===== config.mk =====
export PLATFORM = sky130hd
export DESIGN_NAME = lsu_axil_master
export DESIGN_NICKNAME = d
export VERILOG_FILES = /design/src/rtl/lsu_axil_master.sv
export SDC_FILE = /design/constraint.sdc
export NUM_CORES = 1
export LEC_CHECK = 0
export ABC_AREA = 1
export CORE_ASPECT_RATIO = 0.75
export CORE_UTILIZATION = 45
export CTS_CLUSTER_SIZE = 16
export DETAILED_ROUTE_END_ITERATION = 8
export PLACE_DENSITY_LB_ADDON = 0.1
export SLEW_MARGIN = 20
export SYNTH_ARGS = -nofsm -noshare
export SYNTH_HDL_FRONTEND = slang
export SYNTH_SLANG_ARGS = --single-unit

===== constraint.sdc =====
create_clock -name clk -period 2.1 [get_ports clk]
set_input_delay 0.315 -clock clk [delete_from_list [all_inputs] [get_ports clk]]
set_output_delay 0.315 -clock clk [all_outputs]
set_load 0.02 [all_outputs]

===== src/rtl/lsu_axil_master.sv =====
// lsu_axil_master: RV32 load/store unit front-end that turns one core request into a
// single AXI4-Lite master transaction, with byte-lane steering for stores and
// sign/zero extension for loads. One transaction outstanding at a time.
// Optional build macro: LSU_MISALIGN_TRAP_EN -- when defined, misaligned halfword
// and word accesses are answered with an error and never reach the bus.
module lsu_axil_master #(
    parameter int ADDR_W = 32
) (
    input  logic              clk,
    input  logic              rst,
    // core request / response
    input  logic              req_valid,
    output logic              req_ready,
    input  logic              req_we,
    input  logic [2:0]        req_func3,
    input  logic [ADDR_W-1:0] req_addr,
    input  logic [31:0]       req_wdata,
    output logic              rsp_valid,
    output logic [31:0]       rsp_rdata,
    output logic              rsp_err,
    // AXI4-Lite write address
    output logic [ADDR_W-1:0] m_awaddr,
    output logic              m_awvalid,
    input  logic              m_awready,
    // AXI4-Lite write data
    output logic [31:0]       m_wdata,
    output logic [3:0]        m_wstrb,
    output logic              m_wvalid,
    input  logic              m_wready,
    // AXI4-Lite write response
    input  logic [1:0]        m_bresp,
    input  logic              m_bvalid,
    output logic              m_bready,
    // AXI4-Lite read address
    output logic [ADDR_W-1:0] m_araddr,
    output logic              m_arvalid,
    input  logic              m_arready,
    // AXI4-Lite read data
    input  logic [31:0]       m_rdata,
    input  logic [1:0]        m_rresp,
    input  logic              m_rvalid,
    output logic              m_rready
);

    typedef enum logic [2:0] {
        S_IDLE,
        S_AR,
        S_R,
        S_AWW,
        S_B,
        S_RSP
    } state_t;

    state_t            state_q, state_d;
    logic [ADDR_W-1:0] addr_q, addr_d;
    logic [2:0]        func3_q, func3_d;
    logic [31:0]       wdata_q, wdata_d;
    logic [3:0]        wstrb_q, wstrb_d;
    logic              aw_done_q, aw_done_d;
    logic              w_done_q, w_done_d;
    logic              err_q, err_d;
    logic [31:0]       rdata_q, rdata_d;

    logic              illegal;
    logic              misalign;
    logic [31:0]       rshift;
    logic [7:0]        byte_sel;
    logic [15:0]       half_sel;
    logic [31:0]       load_ext;

    // Low response bit carries no error meaning in AXI4-Lite (OKAY vs EXOKAY).
    logic              unused_resp_lsb;
    assign unused_resp_lsb = &{1'b0, m_rresp[0], m_bresp[0]};

    // Loads reject 011/110/111; stores reject anything beyond SW.
    assign illegal = req_we ? (req_func3 > 3'b010)
                            : ((req_func3 == 3'b011) || (req_func3[2:1] == 2'b11));

`ifdef LSU_MISALIGN_TRAP_EN
    assign misalign = ((req_func3[1:0] == 2'b01) && req_addr[0]) ||
                      ((req_func3[1:0] == 2'b10) && (req_addr[1:0] != 2'b00));
`else
    assign misalign = 1'b0;
`endif

    // Lane selection for load data, driven by the captured offset.
    assign rshift   = m_rdata >> {addr_q[1:0], 3'b000};
    assign byte_sel = rshift[7:0];
    assign half_sel = addr_q[1] ? m_rdata[31:16] : m_rdata[15:0];

    // Sign/zero extension according to the captured func3.
    always_comb begin
        load_ext = m_rdata;
        case (func3_q)
            3'b000:  load_ext = {{24{byte_sel[7]}}, byte_sel};
            3'b100:  load_ext = {24'h000000, byte_sel};
            3'b001:  load_ext = {{16{half_sel[15]}}, half_sel};
            3'b101:  load_ext = {16'h0000, half_sel};
            default: load_ext = m_rdata;
        endcase
    end

    // Next-state logic: request capture, channel handshakes and response formation.
    always_comb begin
        state_d   = state_q;
        addr_d    = addr_q;
        func3_d   = func3_q;
        wdata_d   = wdata_q;
        wstrb_d   = wstrb_q;
        aw_done_d = aw_done_q;
        w_done_d  = w_done_q;
        err_d     = err_q;
        rdata_d   = rdata_q;
        case (state_q)
            S_IDLE: begin
                if (req_valid) begin
                    addr_d    = req_addr;
                    func3_d   = req_func3;
                    aw_done_d = 1'b0;
                    w_done_d  = 1'b0;
                    err_d     = 1'b0;
                    rdata_d   = 32'h0;
                    wdata_d   = req_wdata;
                    wstrb_d   = 4'b0000;
                    if (req_we) begin
                        case (req_func3[1:0])
                            2'b00: begin
                                wdata_d = {4{req_wdata[7:0]}};
                                wstrb_d = 4'b0001 << req_addr[1:0];
                            end
                            2'b01: begin
                                wdata_d = {2{req_wdata[15:0]}};
                                wstrb_d = 4'b0011 << {req_addr[1], 1'b0};
                            end
                            default: begin
                                wdata_d = req_wdata;
                                wstrb_d = 4'b1111;
                            end
                        endcase
                    end
                    if (illegal || misalign) begin
                        err_d   = 1'b1;
                        state_d = S_RSP;
                    end else begin
                        state_d = req_we ? S_AWW : S_AR;
                    end
                end
            end
            S_AR: begin
                if (m_arready) state_d = S_R;
            end
            S_R: begin
                if (m_rvalid) begin
                    err_d   = m_rresp[1];
                    rdata_d = m_rresp[1] ? 32'h0 : load_ext;
                    state_d = S_RSP;
                end
            end
            S_AWW: begin
                aw_done_d = aw_done_q | m_awready;
                w_done_d  = w_done_q | m_wready;
                if ((aw_done_q | m_awready) && (w_done_q | m_wready)) state_d = S_B;
            end
            S_B: begin
                if (m_bvalid) begin
                    err_d   = m_bresp[1];
                    rdata_d = 32'h0;
                    state_d = S_RSP;
                end
            end
            S_RSP: begin
                state_d = S_IDLE;
            end
            default: begin
                state_d = S_IDLE;
            end
        endcase
    end

    // State and datapath registers; reset abandons any transaction in flight.
    always_ff @(posedge clk) begin
        if (rst) begin
            state_q   <= S_IDLE;
            addr_q    <= '0;
            func3_q   <= 3'b000;
            wdata_q   <= 32'h0;
            wstrb_q   <= 4'b0000;
            aw_done_q <= 1'b0;
            w_done_q  <= 1'b0;
            err_q     <= 1'b0;
            rdata_q   <= 32'h0;
        end else begin
            state_q   <= state_d;
            addr_q    <= addr_d;
            func3_q   <= func3_d;
            wdata_q   <= wdata_d;
            wstrb_q   <= wstrb_d;
            aw_done_q <= aw_done_d;
            w_done_q  <= w_done_d;
            err_q     <= err_d;
            rdata_q   <= rdata_d;
        end
    end

    // Outputs decode registered state only, so no bus input reaches a bus output.
    assign req_ready = (state_q == S_IDLE);
    assign m_arvalid = (state_q == S_AR);
    assign m_rready  = (state_q == S_R);
    assign m_awvalid = (state_q == S_AWW) && !aw_done_q;
    assign m_wvalid  = (state_q == S_AWW) && !w_done_q;
    assign m_bready  = (state_q == S_B);
    assign m_awaddr  = {addr_q[ADDR_W-1:2], 2'b00};
    assign m_araddr  = {addr_q[ADDR_W-1:2], 2'b00};
    assign m_wdata   = wdata_q;
    assign m_wstrb   = wstrb_q;
    assign rsp_valid = (state_q == S_RSP);
    assign rsp_err   = (state_q == S_RSP) && err_q;
    assign rsp_rdata = (state_q == S_RSP) ? rdata_q : 32'h0;

endmodule


Word level (Yosys, flattened, before mapping)
Cells that the tools add are included.

word-level totals
  bits in registers = 109

cells by class
  $lt $le $gt $ge = 1
  eq/ne operators = 16
  shifts and indexed selects = 3
  muxes and demuxes = 29
  bitwise operators = 2
  reduce and logical (&&, ||, !) cells = 16

operator list
  operator                                            number
  2-to-1 mux 32 bit                                   6
  case mux 32 bit (4 select lines)                    1
  case mux 32 bit (3 select lines)                    1
  case mux 32 bit (2 select lines)                    1
  >> shifter 32 x 5 -> 8 bit                          1
  2-to-1 mux 3 bit                                    6
  2-to-1 mux 16 bit                                   1
  case mux 3 bit (5 select lines)                     1
  == test 3 bit, second input constant                4
  == test 3 x 2 -> 1 bit, second input constant       3
  inequality test 2 bit, second input constant        4
  case mux 4 bit (2 select lines)                     1
  == test 3 x 1 -> 1 bit, second input constant       2
  zero test 3 bit                                     2
  2-to-1 mux 1 bit                                    6
  AND reduction 5 bit                                 1
  logical AND 1 bit                                   4
  2-to-1 mux 4 bit                                    1
  case mux 1 bit (2 select lines)                     2
  AND reduction 2 bit                                 2
  AND reduction 4 bit                                 1
  left shift 1 x 2 -> 4 bit, first input constant     1
  left shift 2 x 2 -> 4 bit, first input constant     1
  > comparator 3 x 2 -> 1 bit, second input constant  1
  11 further kinds                                    13

Longest topological paths before layout
Gate-level depths: netlist of the first run.

  depth in word-level cells = 6
  depth in mapped cells = 10
  mapped depth without buffers = 10

Worst setup path after synthesis of the first run
Ideal clock, no wire load.

  kind = register to output
  start = reg state_q[0]
  end = out rsp_rdata[10]
  arrival time = 1494 ps
  path slack = 291 ps
  cell stages (with the launch flop) = 6
  buffers on the path = 1
  path through = dfxtp_1 nand2_1 nor2_1 inv_1 buf_1 nor2_1

between the ends
  longest elaborated chain between the ends = 2

ends and longest elaborated chain
  element                   RTL line  source
  start: declaration        54        state_t state_q, state_d;
  start signal: assignment  193       state_q <= state_d;
  == test 3 bit             --
  net rsp_valid             18        output logic rsp_valid,
  2-to-1 mux 32 bit         218       assign rsp_rdata = (state_q == S_RSP) ? rdata_q : 32'h0;
  end: declaration          19        output logic [31:0] rsp_rdata,

The timed path passes the listed nets, and every way through them passes these cells.

Final worst setup path of the first run
  start = reg state_q[1]
  end = out m_bready

between the ends
  longest elaborated chain between the ends = 1

ends and longest elaborated chain
  element           RTL line  source
  == test 3 bit     211       assign m_bready = (state_q == S_B);
  end: declaration  33        output logic m_bready,

No other way between the ends.

==> results.py, run 1 <==
metrics = {
    "outcome": {
        "status": "complete, no violations",
    },
    "power_and_ir_drop": {
        "p_leak_uw": 0.00357,
        "netSwitchingFraction_pct": 43.5,
        "internal-power_uw": 5660,
        "irDropWorstVdd_mv": 0.643,
        "power_density_mw_per_mm2": 1200,
        "clock_power_share_pct": 16.3,
        "p_switching_uw": 4360,
        "finalPower_uw": 10000,
        "pwr-share-comb_pct": 53.8,
        "seqPwrFrac_pct": 29.9,
    },
    "place": {
        "io_buffers": 245,
        "dpl.hpwl_um": 12700,
        "dpl.cell_count": 1231,
        "gp_congestion": 0.918,
    },
    "layout": {
        "fin_nets": 1188,
        "layout.cells.non_filler": 1247,
        "diodes": 0,
        "nFillCells": 1175,
        "area_growth_pct": 40.9,
        "drive_above_1_share_pct": 6.01,
    },
    "timing": {
        "fin_crit_sh_pct": 94.3,
        "worst_slew_pin_slew_ns": 0.528,
        "final_hold_viol_count": 0,
        "setup_viol": 0,
        "finalClockSkew_ns": 0.00425,
        "fin_tns_setup_ns": 0,
        "holdWs_ns": 0.467,
        "slew_violations": 0,
        "relSlewSlack_pct": 64.7,
        "rsz0062_at_grt": "false",
        "fmax_mhz": 505,
        "fin_crit_ns": 1.98,
    },
    "route": {
        "drt_iter0_drc": 408,
        "ant_nets": 0,
        "drc": 0,
        "wire_per_inst_um": 13.9,
        "first_pass_iters": 5,
        "routed_wl_um": 17400,
        "vias": 6138,
        "viasPerCell": 4.92,
    },
    "floorplanning": {
        "die_w_um": 134,
        "die_h_um": 101,
        "start_util_pct": 47.2,
        "boundaryPins": 252,
        "placementRows": 35,
        "core_area_mm2": 0.0125,
        "die_area_mm2": 0.0136,
    },
    "cts": {
        "cts_tree": "built",
        "cts-root-buf": "clkbuf_16",
        "cts.reportedPaths.clkPinSlew_ns": 0.07,
        "max-clock-path-buffers": 2,
        "cts_setup_buffers": 0,
        "clk_latency_ns": 0.34,
        "h-tree-depth": 3,
        "clock_sinks": 109,
        "cts_buffers": 9,
    },
    "setup_path": {
        "r2r_cells": 10,
        "worstSetupEndpointType": "primary output",
        "r2r-end": "rdata_q[5]",
        "worstPathRequired_ns": 1.78,
        "r2r-start": "state_q[1]",
        "crit_end": "m_bready",
        "crit_type": "register to primary output",
        "worstSetupStartpointType": "register",
        "critPathMaxFanout": 5,
        "ff2ff_setup_slack_ns": 0.32,
        "setup.worst_path.start": "state_q[1]",
        "arrival_ns": 1.66,
    },
    "global_route": {
        "overflow": 0,
        "grt_first_pass_wirelength_um": 27800,
        "track_usage_pct": 25.8,
        "antenna_found_initial": 0,
        "grt_max_degree": 83,
        "grt_pass1_vias": 5411,
    },
    "run": {
        "drv_cap": 0,
    },
    "yosys": {
        "ys_ff_latch": 109,
        "syn_area_mm2": 0.00591,
        "postSynthCellCount": 911,
        "yosysWarningCount": 0,
        "ys_seq_area_share_pct": 36.9,
        "synth_cell_types": 26,
        "synth_area_per_cell_um2": 6.49,
    },
    "min_path": {
        "hp-class": "register to register",
    },
}
-- layout make-up --
class | count | area [µm²] | share of cell area, %
clock buffer | 11 | 253 | 3.04
inverter | 89 | 334 | 4.01
multi-input combinational | 598 | 2670 | 32.1
timing repair buffer | 269 | 2640 | 31.7
tap | 166 | 208 | 2.49
clock inverter | 5 | 35.0 | 0.421
sequential | 109 | 2180 | 26.2
-- kinds of logic after synthesis --
| logic type | after synthesis | synth area share (%) |
|---|---|---|
| buffers and inverters | 207 | 18.2 |
| AO/OA/AOI/OAI | 203 | 18.0 |
| flip-flops | 109 | 36.9 |
| AND/OR/NAND/NOR | 391 | 26.8 |
| other | 1 | 0.0635 |
-- layer usage --
layer  track usage (%)  share of wire, %
met1              36.9                47
met2              38.5                43
met3              6.26               8.8
met4              7.09               1.3
met5                 0                 0
-- cell usage after synthesis --
library cell  instances  area share, %
a31oi_1              10            1.1
nor2_1              168             11
o211ai_1             11            1.4
inv_1                82            5.2
o22ai_1               6           0.64
buf_2                18            1.5
nand2_1             165             10
dfxtp_1             109             37
inv_2                 7           0.44
o21ai_0              87            7.4
nor3_1                1          0.085
nand3_1              40            3.4
buf_1                 4           0.25
or2_2                 2           0.21
o21ai_1               5           0.42
nor2_2                4           0.42
buf_6                 2           0.38
a21oi_1              83            7.0
nand2_4               2           0.38
nand3b_1              1           0.13
nor2_4                2           0.38
conb_1                1          0.063
a22oi_1               1           0.13
clkbuf_1             25            1.6
buf_4                69            8.8
nand2_2               6           0.64
-- power by group through the flow --
stage / Combinational, µW / Clock (µW) / Sequential [µW]
2_1_floorplan: 3570 / 0 / 3220
3_3_place_gp: 5370 / 0 / 3020
3_5_place_dp: 5400 / 0 / 3030
4_1_cts: 5400 / 1680 / 2990
5_1_grt: 5970 / 1760 / 3070
6_report: 5390 / 1640 / 2990
-- sequential cells by signal, indices dropped and copies added, names as in the netlist --
name,count
state_q,3
w_done_q,1
m_wstrb,4
aw_done_q,1
rdata_q,32
func3_q,3
m_wdata,32
err_q,1
addr_q,32
-- cell usage in the layout, fill, tap and decap left out, drive strengths merged --
cell type,count
a21oi,83
a22oi,1
a31oi,10
buf,24
clkbuf,11
clkdlybuf4s50,207
clkinv,4
clkinvlp,1
conb,4
dfxtp,109
dlygate4sd2,36
dlymetal6s2s,2
inv,89
nand2,173
nand3,40
nand3b,1
nor2,174
nor3,1
o211ai,11
o21ai,92
o22ai,6
or2,2
-- timing repair --
action	4_1_cts	5_1_grt
setup endpoints to repair	36	2
gates resized for setup	37	2
cloned	0	0
hold buffers	0	0
-- critical path, cell delays in order, from the launching register on --
cell           delay, ns
dfxtp_1             0.33
buf_4               0.15
nor2_4              0.15
inv_1               0.08
nor2_1              0.23
dlygate4sd2_1       0.37
-- worst min path at each step --
stage               cells past startpoint   startpoint     endpoint  slack (ns)
floorplan                               2  rdata_q[31]  rdata_q[31]        0.44
global placement                        2  rdata_q[26]  rdata_q[26]        0.45
detailed placement                      2  rdata_q[19]  rdata_q[19]        0.46
CTS                                     2  rdata_q[19]  rdata_q[19]        0.47
global route                            2  rdata_q[24]  rdata_q[24]        0.49
finish                                  2  rdata_q[19]  rdata_q[19]        0.47
-- stage by stage --
stage / setup WS, ns / utilization, % / cell area, µm²
2_1_floorplan: 0.291 / - / 5920
3_3_place_gp: 0.194 / 64.5 / 8080
3_5_place_dp: 0.192 / 64.5 / 8080
4_1_cts: 0.0136 / 66.4 / 8320
5_1_grt: 0.00151 / 66.5 / 8330
6_report: 0.121 / 66.5 / 8330
No activity file was read; power rests on OpenSTA's default activity.
==> run 2, diff against run 1 <==
--- a/config.mk
+++ b/config.mk
@@ -6,10 +6,12 @@
 export NUM_CORES = 1
 export LEC_CHECK = 0
 export ABC_AREA = 1
+export CAP_MARGIN = 25
 export CORE_ASPECT_RATIO = 0.75
 export CORE_UTILIZATION = 45
 export CTS_CLUSTER_SIZE = 16
 export DETAILED_ROUTE_END_ITERATION = 8
+export HOLD_SLACK_MARGIN = 0.03
 export PLACE_DENSITY_LB_ADDON = 0.1
 export SLEW_MARGIN = 20
 export SYNTH_ARGS = -nofsm -noshare
==> results of run 2 <==
The final DEF is identical to that of run 1; final timing and power are the same.
==> run 3, diff against run 2 <==
--- a/config.mk
+++ b/config.mk
@@ -5,7 +5,6 @@
 export SDC_FILE = /design/constraint.sdc
 export NUM_CORES = 1
 export LEC_CHECK = 0
-export ABC_AREA = 1
 export CAP_MARGIN = 25
 export CORE_ASPECT_RATIO = 0.75
 export CORE_UTILIZATION = 45
@@ -17,3 +16,4 @@
 export SYNTH_ARGS = -nofsm -noshare
 export SYNTH_HDL_FRONTEND = slang
 export SYNTH_SLANG_ARGS = --single-unit
+export TNS_END_PERCENT = 10
==> constraint.sdc (replaced) <==
create_clock -name clk -period 2.3 [get_ports clk]
set_input_delay 0.345 -clock clk [delete_from_list [all_inputs] [get_ports clk]]
set_output_delay 0.345 -clock clk [all_outputs]
set_load 0.02 [all_outputs]
==> run 3 against run 2 <==
Non-clock buffer count down 6. Clock power down 5%. Utilization up 0.26 points. Final area down 6.2%. Register-to-register slack better by 0.03 ns. Total power down 47%. Final cell count down 21%. Critical path depth down 2. Wire length down 9.2%. Largest cell class is now non-clock buffers.
==> results.py, run 3 <==
metrics = {
    "setup_path": {
        "crit_family": "buffers and inverters",
        "critPathMaxFanout": 34,
        "worstSetupEndpointType": "primary output",
        "worstSetupStartpointType": "register",
        "cpPeakStageDelay_ns": 0.62,
        "r2r-start": "state_q[1]",
        "arrival_ns": 1.83,
        "r2r_cells": 5,
        "ff2ff_setup_slack_ns": 0.35,
        "crit_chain": "nor3b_4 > buf_12 > clkdlybuf4s50_1",
        "crit_type": "register to primary output",
        "r2r-end": "state_q[1]",
        "timing.critical_path.buf_inv": 2,
        "worstPathRequired_ns": 1.96,
        "critPathSlowestCell": "clkdlybuf4s50_1",
    },
    "layout": {
        "final_common_cell": "clkdlybuf4s50_1",
        "fin_nets": 930,
        "drive_above_1_share_pct": 6.33,
        "design_area_mm2": 0.00781,
        "layout.cells.non_filler": 984,
        "utilization_pct": 66.7,
        "area_growth_pct": 43.5,
        "layout_common_cells": "clkdlybuf4s50_1, nand2_1, dfxtp_1, a21oi_1, dlygate4sd2_1",
        "diodes": 0,
    },
    "timing": {
        "finalClockSkew_ns": 0.00529,
        "slew_violations": 0,
        "worst_slew_pin_slew_ns": 0.754,
        "fin_tns_setup_ns": 0,
        "fin_crit_ns": 2.18,
        "fin_crit_sh_pct": 94.6,
        "rsz0062_at_grt": "false",
        "relSlewSlack_pct": 49.5,
        "final_hold_viol_count": 0,
        "setup_viol": 0,
        "fmax_mhz": 460,
    },
    "cts": {
        "cts.reportedPaths.clkPinSlew_ns": 0.07,
        "cts_tree": "built",
        "cts_buffers": 9,
        "holdBufCountCts": 0,
        "h-tree-depth": 3,
        "cts-root-buf": "clkbuf_16",
        "clock_sinks": 109,
        "max-clock-path-buffers": 2,
        "clk_latency_ns": 0.34,
    },
    "route": {
        "drt_iter0_drc": 346,
        "ant_nets": 0,
        "vias": 5103,
        "wire_per_inst_um": 16.0,
        "viasPerCell": 5.19,
        "routed_wl_um": 15800,
        "first_pass_iters": 5,
        "drc": 0,
    },
    "place": {
        "io_buffers": 245,
        "dpl.hpwl_um": 11900,
        "place_area_mm2": 0.00755,
        "dpl.cell_count": 969,
        "gp_congestion": 0.856,
    },
    "floorplanning": {
        "die_h_um": 97.2,
        "placementRows": 34,
        "start_util_pct": 46.5,
        "die_area_mm2": 0.0125,
        "core_area_mm2": 0.0117,
        "die_w_um": 129,
        "boundaryPins": 252,
    },
    "power_and_ir_drop": {
        "power_density_mw_per_mm2": 684,
        "irDropWorstVdd_mv": 0.412,
        "p_leak_uw": 0.00300,
    },
    "yosys": {
        "synth_ff_type": "dfxtp_1",
        "synth-edff-count": 0,
        "yosysWarningCount": 0,
        "ys_seq_area_share_pct": 40.1,
        "synth-async-reset-ratio_pct": 0,
        "synth_area_per_cell_um2": 8.26,
        "ys_ff_latch": 109,
        "synth_top_cell_area_share_pct": 40.1,
        "postSynthCellCount": 659,
        "syn_area_mm2": 0.00544,
        "synth.most_common_cell": "nand2_1",
        "synth_top_cell_by_area": "dfxtp_1",
        "synth_area_leaders": "dfxtp_1, buf_4, nand2_1",
        "synth_top_cells_by_count": "nand2_1, dfxtp_1, a21oi_1, buf_4, and2_1",
        "synth_cell_types": 45,
    },
    "min_path": {
        "holdPathStages": 2,
        "hold_start": "m_wdata[25]",
        "whs_endpoint": "m_wdata[25]",
        "hp-class": "register to register",
    },
    "global_route": {
        "grt_first_pass_wirelength_um": 24800,
        "antenna_found_initial": 0,
        "overflow": 0,
        "grt_pass1_vias": 4850,
        "track_usage_pct": 25.3,
        "grt_max_degree": 60,
    },
    "outcome": {
        "status": "complete, no violations",
    },
    "run": {
        "drv_cap": 0,
    },
}
## run 3: cell types whose count changed after synthesis, moves of 10 or more
| cell | delta |
|---|---|
| a221o_1 | +16 |
| nand3_1 | -40 |
| nor2_1 | -146 |
| and2_1 | +35 |
| a211oi_1 | +10 |
| inv_1 | -78 |
| mux2i_1 | +25 |
| o21ai_0 | -75 |
| or3_1 | +10 |
| nand2_1 | -40 |
| nor2b_1 | +12 |
## run 3: cell type report
class	instances	area (µm²)
Inverter	5	18.8
Tap cell	162	203
Fill cell	984	3890
Sequential cell	109	2180
Multi-Input combinational cell	430	2520
Timing Repair Buffer	263	2590
Clock buffer	10	239
Clock inverter	5	60.1
## run 3: kinds of logic after synthesis
family / count (synthesis) / synth area share, %
AO/OA/AOI/OAI: 174 / 20.9
buffers and inverters: 123 / 14.2
flip-flops: 109 / 40.1
multiplexers: 28 / 5.22
other: 1 / 0.0689
AND/OR/NAND/NOR: 224 / 19.6
## run 3: stage by stage
step / hold WS [ns] / total power [µW] / worst slack (ns)
floorplan: 0.424 / 3210 / 0.320
global placement: 0.438 / 3790 / 0.140
detailed placement: 0.446 / 3840 / 0.116
CTS: 0.458 / 5400 / 0.0994
global route: 0.472 / 5610 / 0.00886
finish: 0.453 / 5340 / 0.125
## run 3: worst min-delay path, stage by stage (launching register included)
cell	delay (ns)
dfxtp_1	0.31
nand2_1	0.05
a21oi_1	0.05
## run 3: what timing repair did
action | in CTS | in global routing
gates resized for setup | 38 | 0
setup endpoints to repair | 37 | 0
buffers inserted | 0 | 0
## run 3: worst max path at each step
stage | cells after the start | to | startpoint
global route | 3 | req_ready | state_q[1]
finish | 3 | rsp_valid | state_q[2]
floorplan | 5 | rsp_rdata[22] | state_q[0]
detailed placement | 5 | aw_done_q | req_valid
CTS | 3 | rsp_valid | state_q[2]
global placement | 4 | m_wstrb[2] | req_valid
## run 3: where the power goes
group	internal, µW	switching [µW]	total, µW
clock network	872	674	1550
logic	764	861	1620
registers	2050	122	2170
total	3680	1660	5340
## run 3: per-layer routing
metal	vias up	GRT usage [%]	wire length, µm
li1	2514	-	-
met3	22	7.82	1460
met5	-	0	0
met2	214	39.8	7110
met1	2353	32.9	6890
met4	0	7.69	318
